**src/rtl/countdown_timer_if.sv**
```systemverilog
// Panel-side bundle for countdown_timer: load/start/stop controls in, BCD count and status out.
// The master drives the controls; the timer (slave) drives q, running and done.
interface countdown_timer_if #(
  parameter int DIGITS = 2
);
  logic                  load;
  logic [4*DIGITS-1:0]   load_val;
  logic                  start;
  logic                  stop;
  logic [4*DIGITS-1:0]   q;
  logic                  running;
  logic                  done;

  modport master (output load, load_val, start, stop, input q, running, done);
  modport slave  (input load, load_val, start, stop, output q, running, done);
endinterface

```
**src/rtl/countdown_timer.sv**
```systemverilog
// BCD countdown timer: all outputs registered (1-cycle), controls are levels with no backpressure.
// Optional AUTO_RELOAD_EN: on expiry reload the stored preset and keep running.
module countdown_timer #(
  parameter int DIGITS   = 2,
  parameter int PRESCALE = 10
) (
  input  logic             ck,
  input  logic             res,
  countdown_timer_if.slave bus
);
  localparam int W  = 4 * DIGITS;
  localparam int PW = (PRESCALE > 1) ? $clog2(PRESCALE) : 1;
  localparam logic [PW-1:0] PRE_MAX = PW'(PRESCALE - 1);

  typedef enum logic [1:0] {IDLE, RUN, PAUSE, EXPIRED} state_t;

  state_t        state_q, state_d;
  logic [W-1:0]  q_q, q_d;
  logic [PW-1:0] pre_q, pre_d;
  logic          running_q, running_d;
  logic          done_q, done_d;
`ifdef AUTO_RELOAD_EN
  logic [W-1:0]  preset_q, preset_d;
`endif

  function automatic logic [W-1:0] bcd_clamp(input logic [W-1:0] v);
    logic [W-1:0] r;
    r = v;
    for (int i = 0; i < DIGITS; i++) begin
      if (v[4*i +: 4] > 4'd9) r[4*i +: 4] = 4'd9;
    end
    return r;
  endfunction

  // Decrement with borrow: a zero digit wraps to 9 and passes the borrow upward.
  function automatic logic [W-1:0] bcd_dec(input logic [W-1:0] v);
    logic [W-1:0] r;
    logic         borrow;
    r      = v;
    borrow = 1'b1;
    for (int i = 0; i < DIGITS; i++) begin
      if (borrow) begin
        if (v[4*i +: 4] == 4'd0) begin
          r[4*i +: 4] = 4'd9;
        end else begin
          r[4*i +: 4] = v[4*i +: 4] - 4'd1;
          borrow      = 1'b0;
        end
      end
    end
    return r;
  endfunction

  always_comb begin
    state_d  = state_q;
    q_d      = q_q;
    pre_d    = pre_q;
    done_d   = 1'b0;
`ifdef AUTO_RELOAD_EN
    preset_d = preset_q;
`endif
    if (bus.load) begin
      q_d      = bcd_clamp(bus.load_val);
`ifdef AUTO_RELOAD_EN
      preset_d = bcd_clamp(bus.load_val);
`endif
      pre_d    = '0;
      state_d  = IDLE;
    end else begin
      case (state_q)
        IDLE, PAUSE: begin
          if (bus.start && !bus.stop) state_d = (q_q == '0) ? EXPIRED : RUN;
        end
        RUN: begin
          // Prescaler freezes on stop so a resume finishes the partial tick.
          if (bus.stop) begin
            state_d = PAUSE;
          end else if (pre_q == PRE_MAX) begin
            pre_d = '0;
            q_d   = bcd_dec(q_q);
            if (q_d == '0) begin
              done_d = 1'b1;
`ifdef AUTO_RELOAD_EN
              if (preset_q != '0) q_d = preset_q;
              else                state_d = EXPIRED;
`else
              state_d = EXPIRED;
`endif
            end
          end else begin
            pre_d = pre_q + PW'(1);
          end
        end
        default: ;
      endcase
    end
    running_d = (state_d == RUN);
  end

  always_ff @(posedge ck or negedge res) begin
    if (!res) begin
      state_q   <= IDLE;
      q_q       <= '0;
      pre_q     <= '0;
      running_q <= 1'b0;
      done_q    <= 1'b0;
`ifdef AUTO_RELOAD_EN
      preset_q  <= '0;
`endif
    end else begin
      state_q   <= state_d;
      q_q       <= q_d;
      pre_q     <= pre_d;
      running_q <= running_d;
      done_q    <= done_d;
`ifdef AUTO_RELOAD_EN
      preset_q  <= preset_d;
`endif
    end
  end

  assign bus.q       = q_q;
  assign bus.running = running_q;
  assign bus.done    = done_q;
endmodule

```
**src/flat_wrapper.sv**
```systemverilog
// flat-port wrapper written by rule: the top's interface ports become plain ports
module countdown_timer_flat 
#(
  parameter int DIGITS   = 2,
  parameter int PRESCALE = 10
)
  (ck, res, bus_load, bus_load_val, bus_start, bus_stop, bus_q, bus_running, bus_done);
  countdown_timer_if #(.DIGITS(DIGITS)) bus_i ();
  input  logic ck;
  input  logic res;
  input wire logic [$bits(bus_i.load)-1:0] bus_load;
  input wire logic [$bits(bus_i.load_val)-1:0] bus_load_val;
  input wire logic [$bits(bus_i.start)-1:0] bus_start;
  input wire logic [$bits(bus_i.stop)-1:0] bus_stop;
  output wire logic [$bits(bus_i.q)-1:0] bus_q;
  output wire logic [$bits(bus_i.running)-1:0] bus_running;
  output wire logic [$bits(bus_i.done)-1:0] bus_done;
  assign bus_i.load = bus_load;
  assign bus_i.load_val = bus_load_val;
  assign bus_i.start = bus_start;
  assign bus_i.stop = bus_stop;
  assign bus_q = bus_i.q;
  assign bus_running = bus_i.running;
  assign bus_done = bus_i.done;
  countdown_timer #(.DIGITS(DIGITS), .PRESCALE(PRESCALE)) u_core (.ck(ck), .res(res), .bus(bus_i));
endmodule
```
**config.mk**
```make
export PLATFORM = sky130hd
export DESIGN_NAME = countdown_timer_flat
export DESIGN_NICKNAME = d
export VERILOG_FILES = /design/src/rtl/countdown_timer_if.sv /design/src/rtl/countdown_timer.sv /design/src/flat_wrapper.sv
export SDC_FILE = /design/constraint.sdc
export NUM_CORES = 1
export LEC_CHECK = 0
export BUFFER_PORTS_ARGS = -buffer_cell sky130_fd_sc_hd__buf_2
export CELL_PAD_IN_SITES_DETAIL_PLACEMENT = 0
export CELL_PAD_IN_SITES_GLOBAL_PLACEMENT = 2
export CORE_AREA = 4 4 65 67
export DETAILED_ROUTE_END_ITERATION = 12
export DIE_AREA = 0 0 69 71
export PLACE_DENSITY = 0.67
export SLEW_MARGIN = 20
export SYNTH_ARGS = -nofsm -noshare
export SYNTH_HDL_FRONTEND = slang
export SYNTH_SLANG_ARGS = --single-unit
export TNS_END_PERCENT = 20
```
**constraint.sdc**
```tcl
create_clock -name ck -period 1.7 [get_ports ck]
set_input_delay 0 -clock ck [delete_from_list [all_inputs] [get_ports ck]]
set_output_delay 0 -clock ck [all_outputs]
set_load 0.1 [all_outputs]
```
Word level (Yosys, flattened, before mapping)
Cells that the tools add are included.
W data, S select, Z words.

word-level totals
  register bits = 16
  input bits = 13
  output and inout bits = 10
  logic and storage cells = 65

cells by class
  $add $sub $neg = 3
  magnitude comparators = 2
  eq/ne operators = 5
  muxes and demuxes = 38
  reductions and logical operators = 12

operators by type and width
  operator               number
  $mux W4                17
  $mux W8                4
  $logic_not A8 Y1       2
  $mux W2                6
  $mux W1                10
  $gt A4 B4 Y1 const B   2
  $logic_not A4 Y1       2
  $sub A4 B1 Y4 const B  2
  $add A4 B1 Y4 const B  1
  $eq A2 B1 Y1 const B   2
  $eq A4 B4 Y1 const B   1
  $pmux W2 S2            1
  $reduce_bool A2 Y1     2
  $reduce_and A3 Y1      1
  $eq A2 B2 Y1 const B   1
  $logic_not A2 Y1       1
  $ne A2 B2 Y1 const B   1
  $reduce_and A2 Y1      1
  $reduce_or A2 Y1       1
  $logic_and A1 B1 Y1    1
  $logic_not A1 Y1       1

Depth between registers and ports, before layout
  word-level depth = 18
  mapped depth = 7
  gate-level depth less buffers = 6

Worst setup path after synthesis
OpenSTA, ideal clock, no wires.

  kind = register to register
  start = register u_core.q_q[3] (netlist: u_core.bus.q[3])
  end = register u_core.q_q[7] (netlist: u_core.bus.q[7])
  library setup time = 0.124 ns
  arrival time = 1.969 ns
  data required time = 1.576 ns
  path slack = -0.392 ns
  cell stages (with the launch flop) = 5
  path buffers = 0
  clock period less this slack = 2.092 ns
  path through = dfrtp_1 -> or3_1 -> nor4_4 -> a21boi_0 -> o31a_1

on the way
  cells in the longest elaborated chain, start to end = 15

RTL lines
  what                      line                    text
  start: declaration        countdown_timer.sv:18   logic [W-1:0] q_q, q_d;
  start signal: assignment  countdown_timer.sv:112  q_q <= q_d;
  $logic_not A4 Y1          countdown_timer.sv:43   if (v[4*i +: 4] == 4'd0) begin
  $mux W1                   countdown_timer.sv:43
  $mux W1                   countdown_timer.sv:78   end else if (pre_q == PRE_MAX) begin
  $mux W1                   countdown_timer.sv:76   if (bus.stop) begin
  $mux W1                   countdown_timer.sv:70   case (state_q)
  $mux W1                   countdown_timer.sv:62   if (bus.load) begin
  $mux W4                   countdown_timer.sv:42   if (borrow) begin
  $mux W4                   countdown_timer.sv:78
  $mux W4                   countdown_timer.sv:76
  $mux W4                   countdown_timer.sv:70
  $mux W4                   countdown_timer.sv:62
  $mux W8                   countdown_timer.sv:78
  $mux W8                   countdown_timer.sv:76
  $mux W8                   countdown_timer.sv:70
  $mux W8                   countdown_timer.sv:62

No other way between the ends. The select of a mux whose other input is x is not followed.
A chain may end at the register's enable or synchronous reset.

Worst setup path after layout
  start = register u_core.q_q[2] (netlist: u_core.bus.q[2])
  end = register u_core.q_q[5] (netlist: u_core.bus.q[5])

The elaborated chain is that of the path after synthesis.

==> results by group <==
Power
  – Leak pwr: 0.5912 nW
  – Sequential power share: 0.400
  – Relative contribution of combinational cells to total power: 0.275
  – Net switching power of the design: roughly 0.39 mW
  – Power after layout: about 1.1 mW
  – Cell internal power dissipation: 0.6978 mW
  – Worst IR Drop VDD: about 0.3 mV
  – Switching Share: 0.3611
  – Power per standard cell area: approximately 830 nW/um2
  – Clock network fraction of total power: 0.325

Route
  – Post-detailed-route DRC marker count: 0
  – Pre-Repair DR Iteration Count: 4
  – Iter 0 DRT Violations: 37
  – Number of routed nets with antenna violations: 0
  – Post-detailed-route via-to-cell ratio: roughly 4.7
  – Routed length per placed instance: about 13 um
  – Via count: ~900
  – Detailed Route WL: about 2400 um

Floorplan
  – # IOs: 23
  – Initial core utilization: 0.2610
  – Total die area: about 5000 um2
  – Height of the die: between 70 and 80 um
  – Core Footprint: roughly 3600 um2
  – Placement Rows: 22
  – Die extent in x: 69 um

Worst hold path
  – Hold-critical path depth: 3
  – Endpoint of the worst hold-timing path: u_core.bus.q[2]
  – Hold path startpoint: bus_load_val[2]
  – Class of the tightest hold or removal check: input pin to flip-flop

CTS
  – H-tree level count: 1
  – Clock tree from TritonCTS: yes
  – Total CTS buffers: 3
  – Clock-pin slew of the registers on the worst-case setup and hold paths: around 70 ps
  – Clock sink count: 16
  – Insertion delay to the later sink of the worst-skew pair: about 260 ps
  – Maximum count of clock buffers along a single path: 2
  – CTS root buf: sky130_fd_sc_hd__clkbuf_8

Timing
  – Final setup violation count: 2
  – Largest clock skew in the final design: 2.892 ps
  – Final critical path time including I/O delays and setup: ~1800 ps
  – Number of failing hold endpoints at the final stage: 0
  – Highest clock rate: approximately 570 MHz
  – Worst Hold Margin: roughly 3.6 ps
  – Normalized max-slew margin: 0.6770
  – Fraction of the cycle the final worst path needs: 1.030
  – Smallest setup slack after layout: -51.36 ps
  – Final-report max-slew violation count: 0
  – Setup repair after global routing missed its margin: true
  – Worst Tran Pin Value: between 400 and 500 ps

Yosys
  – Average cell area after synthesis: around 9 um2
  – Net count after synthesis: approximately 120
  – FF+latch count, synth: 16
  – Largest cells by area after synthesis: sky130_fd_sc_hd__dfrtp_1 42%, sky130_fd_sc_hd__o21ai_0 4.7%, sky130_fd_sc_hd__nor2_1 4.7%
  – Top cell type's share of synthesized area: 0.4222
  – Share of the yosys chip area belonging to registers: 0.4222
  – Synth Cell Area: 948.4 um2
  – Syn. warnings: 0
  – Cell type with the largest total area after synthesis: sky130_fd_sc_hd__dfrtp_1
  – Number of standard cells after synthesis: ~110
  – Count of unique library cells instantiated by Yosys: 38

Global routing
  – Vias in the first global route: about 900
  – Antenna violations before repair: 0
  – Pin count of the biggest net entering global routing: 22
  – Global-route wire length before repair: roughly 4200 um
  – Residual overflow from global routing: 0
  – Total global-route track usage: 0.1078

Final layout
  – Most common cell after layout, fill and taps aside: sky130_fd_sc_hd__buf_2
  – Fill count: ~390
  – P&R area growth vs syn: 38.79%
  – Fraction of layout instances using a drive strength above 1: 0.3264
  – Sequential cell area: 416.7 um2
  – Final non-filler cell total: approximately 190
  – Count of nets after finishing: between 150 and 200
  – Most used cells in the layout excluding fill and tap cells: 22 x sky130_fd_sc_hd__buf_2, 12 x sky130_fd_sc_hd__nor2_1, 11 x sky130_fd_sc_hd__dfrtp_1
  – Number of antenna cells inserted: 0
  – Multi-input gate area: ~530 um2

Run status
  – Failing checks: negative setup slack
  – Outcome: finished, violations left

Critical path
  – Worst R2R Start: u_core.bus.q[2]
  – Critical path capture point type: flip-flop
  – Cell count of the worst reg-to-reg path: 4
  – Endpoint required time on the critical path: approximately 1900 ps
  – Reg-to-reg critical path endpoint: u_core.bus.q[5]
  – Critical path class: flip-flop to flip-flop
  – Setup slack of the most critical reg-to-reg path: -50 ps
  – Crit start category: flip-flop
  – Data arrival time of the worst path: ~1900 ps
  – CP Max Fanout: 5

Placed design
  – Weighted congestion at the end of routability-driven global placement: roughly 0.74
  – IO Port Bufs: 22
  – HPWL after detailed placement: 1769 um
  – Worst slack, placed: roughly 8 ps
  – Post-Place Cells: between 150 and 200

Flow run
  – Number of max-capacitance violations reported: 0
[synthesized netlist by cell type]
master,instances
sky130_fd_sc_hd__nor4_4,1
sky130_fd_sc_hd__ha_1,2
sky130_fd_sc_hd__and3b_1,1
sky130_fd_sc_hd__nand3b_1,1
sky130_fd_sc_hd__a21oi_1,6
sky130_fd_sc_hd__o21ai_1,2
sky130_fd_sc_hd__xor2_1,1
sky130_fd_sc_hd__a21boi_0,3
sky130_fd_sc_hd__o31a_1,1
sky130_fd_sc_hd__a32oi_1,1
sky130_fd_sc_hd__buf_6,1
sky130_fd_sc_hd__nor4_1,3
sky130_fd_sc_hd__mux2i_1,3
sky130_fd_sc_hd__a22oi_1,1
sky130_fd_sc_hd__nand2_1,9
sky130_fd_sc_hd__clkbuf_1,1
sky130_fd_sc_hd__buf_1,1
sky130_fd_sc_hd__and2_1,1
sky130_fd_sc_hd__nor3b_1,1
sky130_fd_sc_hd__xnor2_1,1
sky130_fd_sc_hd__dfrtp_1,16
sky130_fd_sc_hd__or2_2,1
sky130_fd_sc_hd__nand3_1,1
sky130_fd_sc_hd__or3_1,2
sky130_fd_sc_hd__and4b_1,1
sky130_fd_sc_hd__nand4_1,2
sky130_fd_sc_hd__and3b_2,1
sky130_fd_sc_hd__nand2b_1,4
sky130_fd_sc_hd__a21o_1,1
sky130_fd_sc_hd__and2b_1,1
sky130_fd_sc_hd__nor2_1,12
sky130_fd_sc_hd__a221oi_1,1
sky130_fd_sc_hd__nor3_1,5
sky130_fd_sc_hd__or3b_1,1
sky130_fd_sc_hd__buf_2,1
sky130_fd_sc_hd__a31oi_1,2
sky130_fd_sc_hd__o21ai_0,9
sky130_fd_sc_hd__inv_1,5
[metal layers]
metal  up-vias  part of all wire  GRT usage
li1        458                 -          -
met1       417              0.51     0.1494
met3         4             0.038    0.01847
met4         0             0.022    0.06508
met2        20              0.43     0.1557
met5         -                 0          0
[flip-flops by register name, indices dropped and copies added, names as in the netlist]
register,count
u_core.bus.q,8
u_core.pre_q,4
u_core.state_q,2
u_core.bus.done,1
u_core.bus.running,1
[cells by family after synthesis]
kind of cell	after synthesis	synth area share
AO/OA/AOI/OAI	27	0.1702
XOR/XNOR	2	0.01847
adder cells (fa/ha/maj)	2	0.02638
buffers and inverters	9	0.04484
flip-flops	16	0.4222
multiplexers	3	0.03166
AND/OR/NAND/NOR	48	0.2863
[timing repair]
item / in CTS / in global routing
hold endpoints to repair: 21 / 0
hold buffers: 6 / 0
setup endpoints to repair: 1 / 6
buffers inserted: 0 / 3
pin swaps: 0 / 1
resized for setup: 1 / 2
[how the worst max path moves through the flow]
| stage | start | to | slack [ps] | cells after the start |
|---|---|---|---|---|
| after detailed placement | u_core.state_q[1] | u_core.bus.q[5] | 8 | 4 |
| after global routing | u_core.bus.q[2] | u_core.bus.q[5] | -140 | 4 |
| after CTS | u_core.pre_q[1] | u_core.bus.q[5] | 5 | 6 |
| final | u_core.bus.q[2] | u_core.bus.q[5] | -50 | 4 |
| after floorplan | u_core.bus.q[5] | u_core.bus.q[7] | -20 | 3 |
| after global placement | u_core.state_q[1] | u_core.bus.q[3] | 20 | 5 |
[area by class of cell]
| type | instances | share of cell area |
|---|---|---|
| clock buffers | 4 | 0.04183 |
| inverters | 5 | 0.01426 |
| multi-input cells | 82 | 0.4011 |
| flip-flops and latches | 16 | 0.3165 |
| well taps | 48 | 0.04563 |
| repair buffers | 37 | 0.1806 |
[power by group through the flow]
stage	combinational (mW)	sequential [mW]	clock, mW
global route	0.321	0.441	0.377
detailed placement	0.278	0.444	0
global placement	0.278	0.444	0
CTS	0.290	0.437	0.367
floorplan	0.0758	0.578	0
finish	0.300	0.437	0.355
[worst max-delay path, stage by stage, from the launching register on]
cell	delay (ps)
sky130_fd_sc_hd__dfrtp_4	500
sky130_fd_sc_hd__or3_4	400
sky130_fd_sc_hd__nor4_4	370
sky130_fd_sc_hd__o21ai_1	140
sky130_fd_sc_hd__a221oi_2	250
[metrics by stage]
step | utilization | cell area [um2] | TNS (ps)
floorplan | - | 972.2 | -29.46
global placement | 0.3202 | 1164 | 0
detailed placement | 0.3202 | 1164 | 0
CTS | 0.3526 | 1281 | 0
global route | 0.3623 | 1316 | -512.6
finish | 0.3623 | 1316 | -98.47
Power figures use the tool's default switching activity.
